**config.mk**
```make
export PLATFORM = sky130hd
export DESIGN_NAME = chunked_add_sequencer
export DESIGN_NICKNAME = d
export VERILOG_FILES = /design/src/rtl/chunked_add_sequencer.sv
export SDC_FILE = /design/constraint.sdc
export NUM_CORES = 2
export LEC_CHECK = 0
export BUFFER_PORTS_ARGS = -buffer_cell sky130_fd_sc_hd__buf_2
export CAP_MARGIN = 20
export CORE_AREA = 2 2 599 601
export DETAILED_ROUTE_END_ITERATION = 6
export DIE_AREA = 0 0 601 603
export HOLD_SLACK_MARGIN = 0.08
export PLACE_DENSITY = 0.47
export SYNTH_ARGS = -nofsm -noshare
export SYNTH_HDL_FRONTEND = slang
export SYNTH_SLANG_ARGS = --single-unit
```
**constraint.sdc**
```tcl
create_clock -name clk_i -period 3.9 [get_ports clk_i]
set_input_delay 0.78 -clock clk_i [delete_from_list [all_inputs] [get_ports clk_i]]
set_output_delay 0.78 -clock clk_i [all_outputs]
set_load 0.005 [all_outputs]
```
**src/rtl/chunked_add_sequencer.sv**
```systemverilog
// Wide adder that reuses one CHUNK-bit adder stage over WIDTH/CHUNK cycles,
// least-significant chunk first, with valid/ready handshakes on both sides.
module chunked_add_sequencer #(
    parameter int WIDTH = 512,
    parameter int CHUNK = 64
) (
    input  logic             clk_i,
    input  logic             rst_ni,
    input  logic             in_valid_i,
    output logic             in_ready_o,
    input  logic [WIDTH-1:0] a_i,
    input  logic [WIDTH-1:0] b_i,
    input  logic             cin_i,
    output logic             out_valid_o,
    input  logic             out_ready_i,
    output logic [WIDTH-1:0] sum_o,
    output logic             cout_o,
    output logic             busy_o
);
    localparam int NCH = WIDTH / CHUNK;
    localparam int CW  = (NCH > 1) ? $clog2(NCH) : 1;
    localparam logic [CW-1:0] LAST = CW'(NCH - 1);

    typedef enum logic [1:0] {IDLE, RUN, DONE} state_e;

    state_e           state_q;
    logic [CW-1:0]    cnt_q;
    logic             carry_q;
    logic             cout_q;
    logic [WIDTH-1:0] opA_q;
    logic [WIDTH-1:0] opB_q;
    logic [WIDTH-1:0] sum_q;

    logic [CHUNK-1:0] chunkSum_d;
    logic             chunkCarry_d;
    logic [WIDTH-1:0] opANext_d;
    logic [WIDTH-1:0] opBNext_d;
    logic [WIDTH-1:0] sumNext_d;

    // The only adder in the design: CHUNK bits plus the carry held from the previous chunk.
    assign {chunkCarry_d, chunkSum_d} = {1'b0, opA_q[CHUNK-1:0]}
                                      + {1'b0, opB_q[CHUNK-1:0]}
                                      + {{CHUNK{1'b0}}, carry_q};

    generate
        if (NCH == 1) begin : g_single
            assign opANext_d = '0;
            assign opBNext_d = '0;
            assign sumNext_d = chunkSum_d;
        end else begin : g_multi
            assign opANext_d = {{CHUNK{1'b0}}, opA_q[WIDTH-1:CHUNK]};
            assign opBNext_d = {{CHUNK{1'b0}}, opB_q[WIDTH-1:CHUNK]};
            assign sumNext_d = {chunkSum_d, sum_q[WIDTH-1:CHUNK]};
        end
    endgenerate

    always_ff @(posedge clk_i or negedge rst_ni) begin
        if (!rst_ni) begin
            state_q <= IDLE;
            cnt_q   <= '0;
            carry_q <= 1'b0;
            cout_q  <= 1'b0;
            opA_q   <= '0;
            opB_q   <= '0;
            sum_q   <= '0;
        end else begin
            case (state_q)
                IDLE: begin
                    if (in_valid_i) begin
                        opA_q   <= a_i;
                        opB_q   <= b_i;
                        carry_q <= cin_i;
                        cnt_q   <= '0;
                        state_q <= RUN;
                    end
                end
                RUN: begin
                    opA_q   <= opANext_d;
                    opB_q   <= opBNext_d;
                    sum_q   <= sumNext_d;
                    carry_q <= chunkCarry_d;
                    cnt_q   <= cnt_q + CW'(1);
                    // Last chunk: the accumulator now holds the whole sum.
                    if (cnt_q == LAST) begin
                        cout_q  <= chunkCarry_d;
                        state_q <= DONE;
                    end
                end
                DONE: begin
                    if (out_ready_i) begin
                        state_q <= IDLE;
                    end
                end
                default: state_q <= IDLE;
            endcase
        end
    end

    assign in_ready_o  = (state_q == IDLE);
    assign out_valid_o = (state_q == DONE);
    assign busy_o      = (state_q != IDLE);
    assign sum_o       = sum_q;
    assign cout_o      = cout_q;

endmodule
```
==> flow_metrics.py <==
metrics = {
    "setup_path": {
        "r2r-end": "sum_o[509]$_DFFE_PN0P_",
        "crit_path_end_kind": "flip-flop",
        "path_max_fanout": 6,
        "reg2regPathDepth": 10,
        "arrival_ns": 4.43,
        "r2r_start": "opB_q[6]$_DFFE_PN0P_",
        "regToRegSetupSlack_ns": 0.25,
        "crit_start": "opB_q[6]$_DFFE_PN0P_",
        "crit_chain": "ha_1 -> and4_4 -> and3_4 -> nor3_1 -> a311oi_1 -> a21oi_1 -> o21ai_1 -> a21oi_1 -> nand4_1 -> o311ai_1",
        "crit_slowest_cell": "a21oi_1",
        "path_class": "reg2reg",
        "cpPeakStageDelay_ns": 0.55,
        "cp_common_cell": "a21oi_1",
        "worst_ep_required_time_ns": 4.68,
        "critPathLaunchType": "flip-flop",
    },
    "layout": {
        "drive_above_1_share_pct": 21.6,
        "postLayoutCellArea_mm2": 0.0960,
        "syn_to_final_growth_pct": 31.4,
        "nFillCells": 38400,
        "layout.area.seq_mm2": 0.0386,
        "multi_input_area_mm2": 0.0319,
        "final_nets": 10600,
    },
    "logic_synthesis": {
        "syn_nets": 9057,
        "synthAdderAreaFrac_pct": 1.17,
        "ys_ff_latch": 1543,
        "yosys.area.top_type": "dfrtp_1",
        "syn-cell-area_mm2": 0.0730,
        "synthFlopType": "dfrtp_1",
        "yosysTopAreaCellShare_pct": 52.9,
        "muxShareOfSynthArea_pct": 0.0137,
        "synth_compound_area_share_pct": 25.6,
        "ys_types": 56,
        "yosys_warnings": 0,
        "avgSynthCellArea_um2": 9.18,
        "synthSimpleGateAreaFrac_pct": 16.1,
        "netlist_instances": 7961,
        "synth_top_family_by_area": "compound AO/OA/AOI/OAI gates",
        "async_reset_ff_share_pct": 100,
        "yosys-top-cells-area": "dfrtp_1 53%, a22oi_1 9.2%, nor2b_1 7.7%",
        "synthXorXnorAreaFrac_pct": 0.659,
        "synth-seq-area-share_pct": 52.9,
        "synth_edf_count": 0,
    },
    "hold_path": {
        "holdPathStages": 3,
        "min_from": "b_i[146]",
        "min_to": "opB_q[146]$_DFFE_PN0P_",
        "min_path_type": "in2reg",
    },
    "detailed_routing": {
        "avgViaCountPerCell": 4.73,
        "wire_per_inst_um": 28.1,
        "wirelength_um": 407000,
        "detail-route-antenna-nets": 0,
        "vias": 68600,
        "drc": 0,
        "drtIter0Drc": 6447,
        "firstDrtPassIters": 6,
    },
    "clock_tree": {
        "clock_path_buffers": 4,
        "cts_root_buf": "clkbuf_16",
        "path_clk_slew_ns": 0.06,
        "htreeDepth": 4,
        "post_cts_buffers": 0,
        "clkLatencyLatePin_ns": 0.91,
        "cts_sinks": 1543,
        "cts_made_buffers": 198,
        "cts_tree": "yes",
    },
    "timing": {
        "finalCritPeriodShare_pct": 93.6,
        "fmax_mhz": 274,
        "setup_viol_count_final": 0,
        "worst_clock_skew_ns": 0.0833,
        "fin_crit_ns": 3.65,
        "tns_ns": 0,
        "relSlewSlack_pct": 21.2,
        "worst_slack_ns": 0.249,
        "tightest_slew_ns": 1.18,
        "slew_violations": 0,
        "rsz0062_at_grt": "false",
        "finalHoldViolCount": 0,
    },
    "global_routing": {
        "antenna_found_initial": 291,
        "grtUsageTotal_pct": 21.5,
        "first_global_vias": 65900,
        "grt_max_degree": 203,
        "grt_pass1_wl_um": 555000,
        "grt_overflow_total": 0,
    },
    "floorplanning": {
        "die-area_mm2": 0.362,
        "initial_core_util_pct": 20.6,
        "fp-row-count": 219,
        "die_h_um": 603,
        "ios": 1545,
        "fp.dieW_um": 601,
        "coreArea_mm2": 0.355,
    },
    "place": {
        "dp_hpwl_um": 311000,
        "gp_congestion": 0.902,
        "placed_cell_area_mm2": 0.0868,
        "port_buffers": 1544,
        "preCtsSetupSlack_ns": 0.166,
    },
    "pwr": {
        "powerDensity_mw_per_mm2": 820,
        "leakagePower_nw": 44.0,
        "vdd_drop_max_mv": 0.499,
    },
    "run": {
        "drv_cap": 0,
    },
    "status": {
        "status": "completed",
    },
}
## cells in the final DEF, fill, tap and decap left out, types with 7 or more instances in the layout
cell type | synthesis | final
bufinv_16 | 0 | 12
a21oi_1 | 987 | 987
ha_1 | 65 | 65
nand3_1 | 15 | 15
nor3_1 | 12 | 12
a22o_1 | 130 | 130
inv_1 | 16 | 16
diode_2 | 0 | 114
dlygate4sd3_1 | 0 | 235
o21a_1 | 8 | 8
nand2_1 | 1469 | 1469
o21ai_1 | 10 | 10
clkbuf_8 | 0 | 40
nor2b_1 | 901 | 899
clkbuf_16 | 0 | 200
o21ai_0 | 985 | 985
o211ai_1 | 7 | 7
clkbuf_1 | 652 | 45
xnor2_1 | 31 | 31
buf_12 | 0 | 78
a21o_1 | 37 | 37
a22oi_1 | 899 | 899
nor2_1 | 36 | 36
xor2_1 | 24 | 24
nand4_1 | 24 | 24
clkinv_2 | 0 | 24
inv_6 | 0 | 8
dfrtp_1 | 1543 | 1541
buf_2 | 1 | 1542
clkinvlp_4 | 0 | 13
o21bai_1 | 13 | 12
buf_4 | 0 | 131
## stage by stage
step,std cells,total power [mW],hold WS [ns],utilization [%]
final,14500,78.7,0.163,27.0
after detailed placement,13800,60.2,0.457,24.4
after global routing,14500,83.6,0.116,27.0
after CTS,14400,79.8,0.0801,26.9
after global placement,13800,60.0,0.453,24.4
after floorplan,7961,43.2,0.468,-
## worst max-delay path by stage
stage                        endpoint  slack [ns]  depth (start not counted)
6_report       sum_o[509]$_DFFE_PN0P_        0.25                         10
5_1_grt           carry_q$_DFFE_PN0P_        0.08                         12
4_1_cts           carry_q$_DFFE_PN0P_        0.14                         12
3_5_place_dp      carry_q$_DFFE_PN0P_        0.17                         12
3_3_place_gp   sum_o[506]$_DFFE_PN0P_        0.19                         11
2_1_floorplan     carry_q$_DFFE_PN0P_        0.75                         11
## kinds of logic after synthesis
family | after synthesis
multiplexers | 1
AO/OA/AOI/OAI | 3121
buffers and inverters | 687
AND/OR/NAND/NOR | 2487
flip-flops | 1543
XOR/XNOR | 55
adder cells (fa/ha/maj) | 67
## worst max-delay path: cells and delay by family, from the launching register on
kind,cells,cell delay [ns]
AO/OA/AOI/OAI,5,1.63
AND/OR/NAND/NOR,4,1.11
flip-flops,1,0.42
adder cells (fa/ha/maj),1,0.38
## cells in the mapped netlist (all sizes together) (4+ instances only)
library cell,instances
or3,4
a22oi,899
o221ai,4
a21o,37
xnor2,31
buf,19
a22o,130
nor2b,901
o21ai,995
o21bai,13
nand2,1469
o21a,8
nand2b,5
clkbuf,652
xor2,24
o31ai,4
and2,7
a211oi,6
nor3,12
and3,4
o211ai,7
a21boi,4
nand4,24
nor2,36
ha,65
a31oi,5
dfrtp,1543
nor4,5
inv,16
nand3,15
a21oi,987
## sequential cells by signal, summed over array words and instances, names as in the netlist
name,flops
opB_q,512
cnt_q,3
sum_o,512
cout_o,1
carry_q,1
opA_q,512
state_q,2
## what timing repair did
action	4_1_cts	5_1_grt
resized for setup	0	1
endpoints found under the hold margin	280	0
hold buffers	235	0
endpoints found under the setup margin	0	2
## power breakdown
group / switching [mW] / internal (mW)
Clock: 7.98 / 11.0
Sequential: 8.82 / 22.4
Combinational: 17.6 / 10.8
Total: 34.4 / 44.3
## routing by layer
metal	routed length (um)	vias up	track usage (%)
li1	-	31300	-
met1	159000	34000	25.4
met2	200000	2302	36.3
met3	21900	869	4.16
met4	25700	104	12.7
met5	616	-	0
## layout make-up
type                    instances  area share, %
diodes                        114          0.297
clock buffers                 285           5.96
clock inverters                67          0.876
inverters                      16         0.0626
multi-input cells            5731           33.2
flip-flops and latches       1543           40.2
well taps                    4751           6.19
repair buffers               1987           13.2
Power figures use the tool's default switching activity.
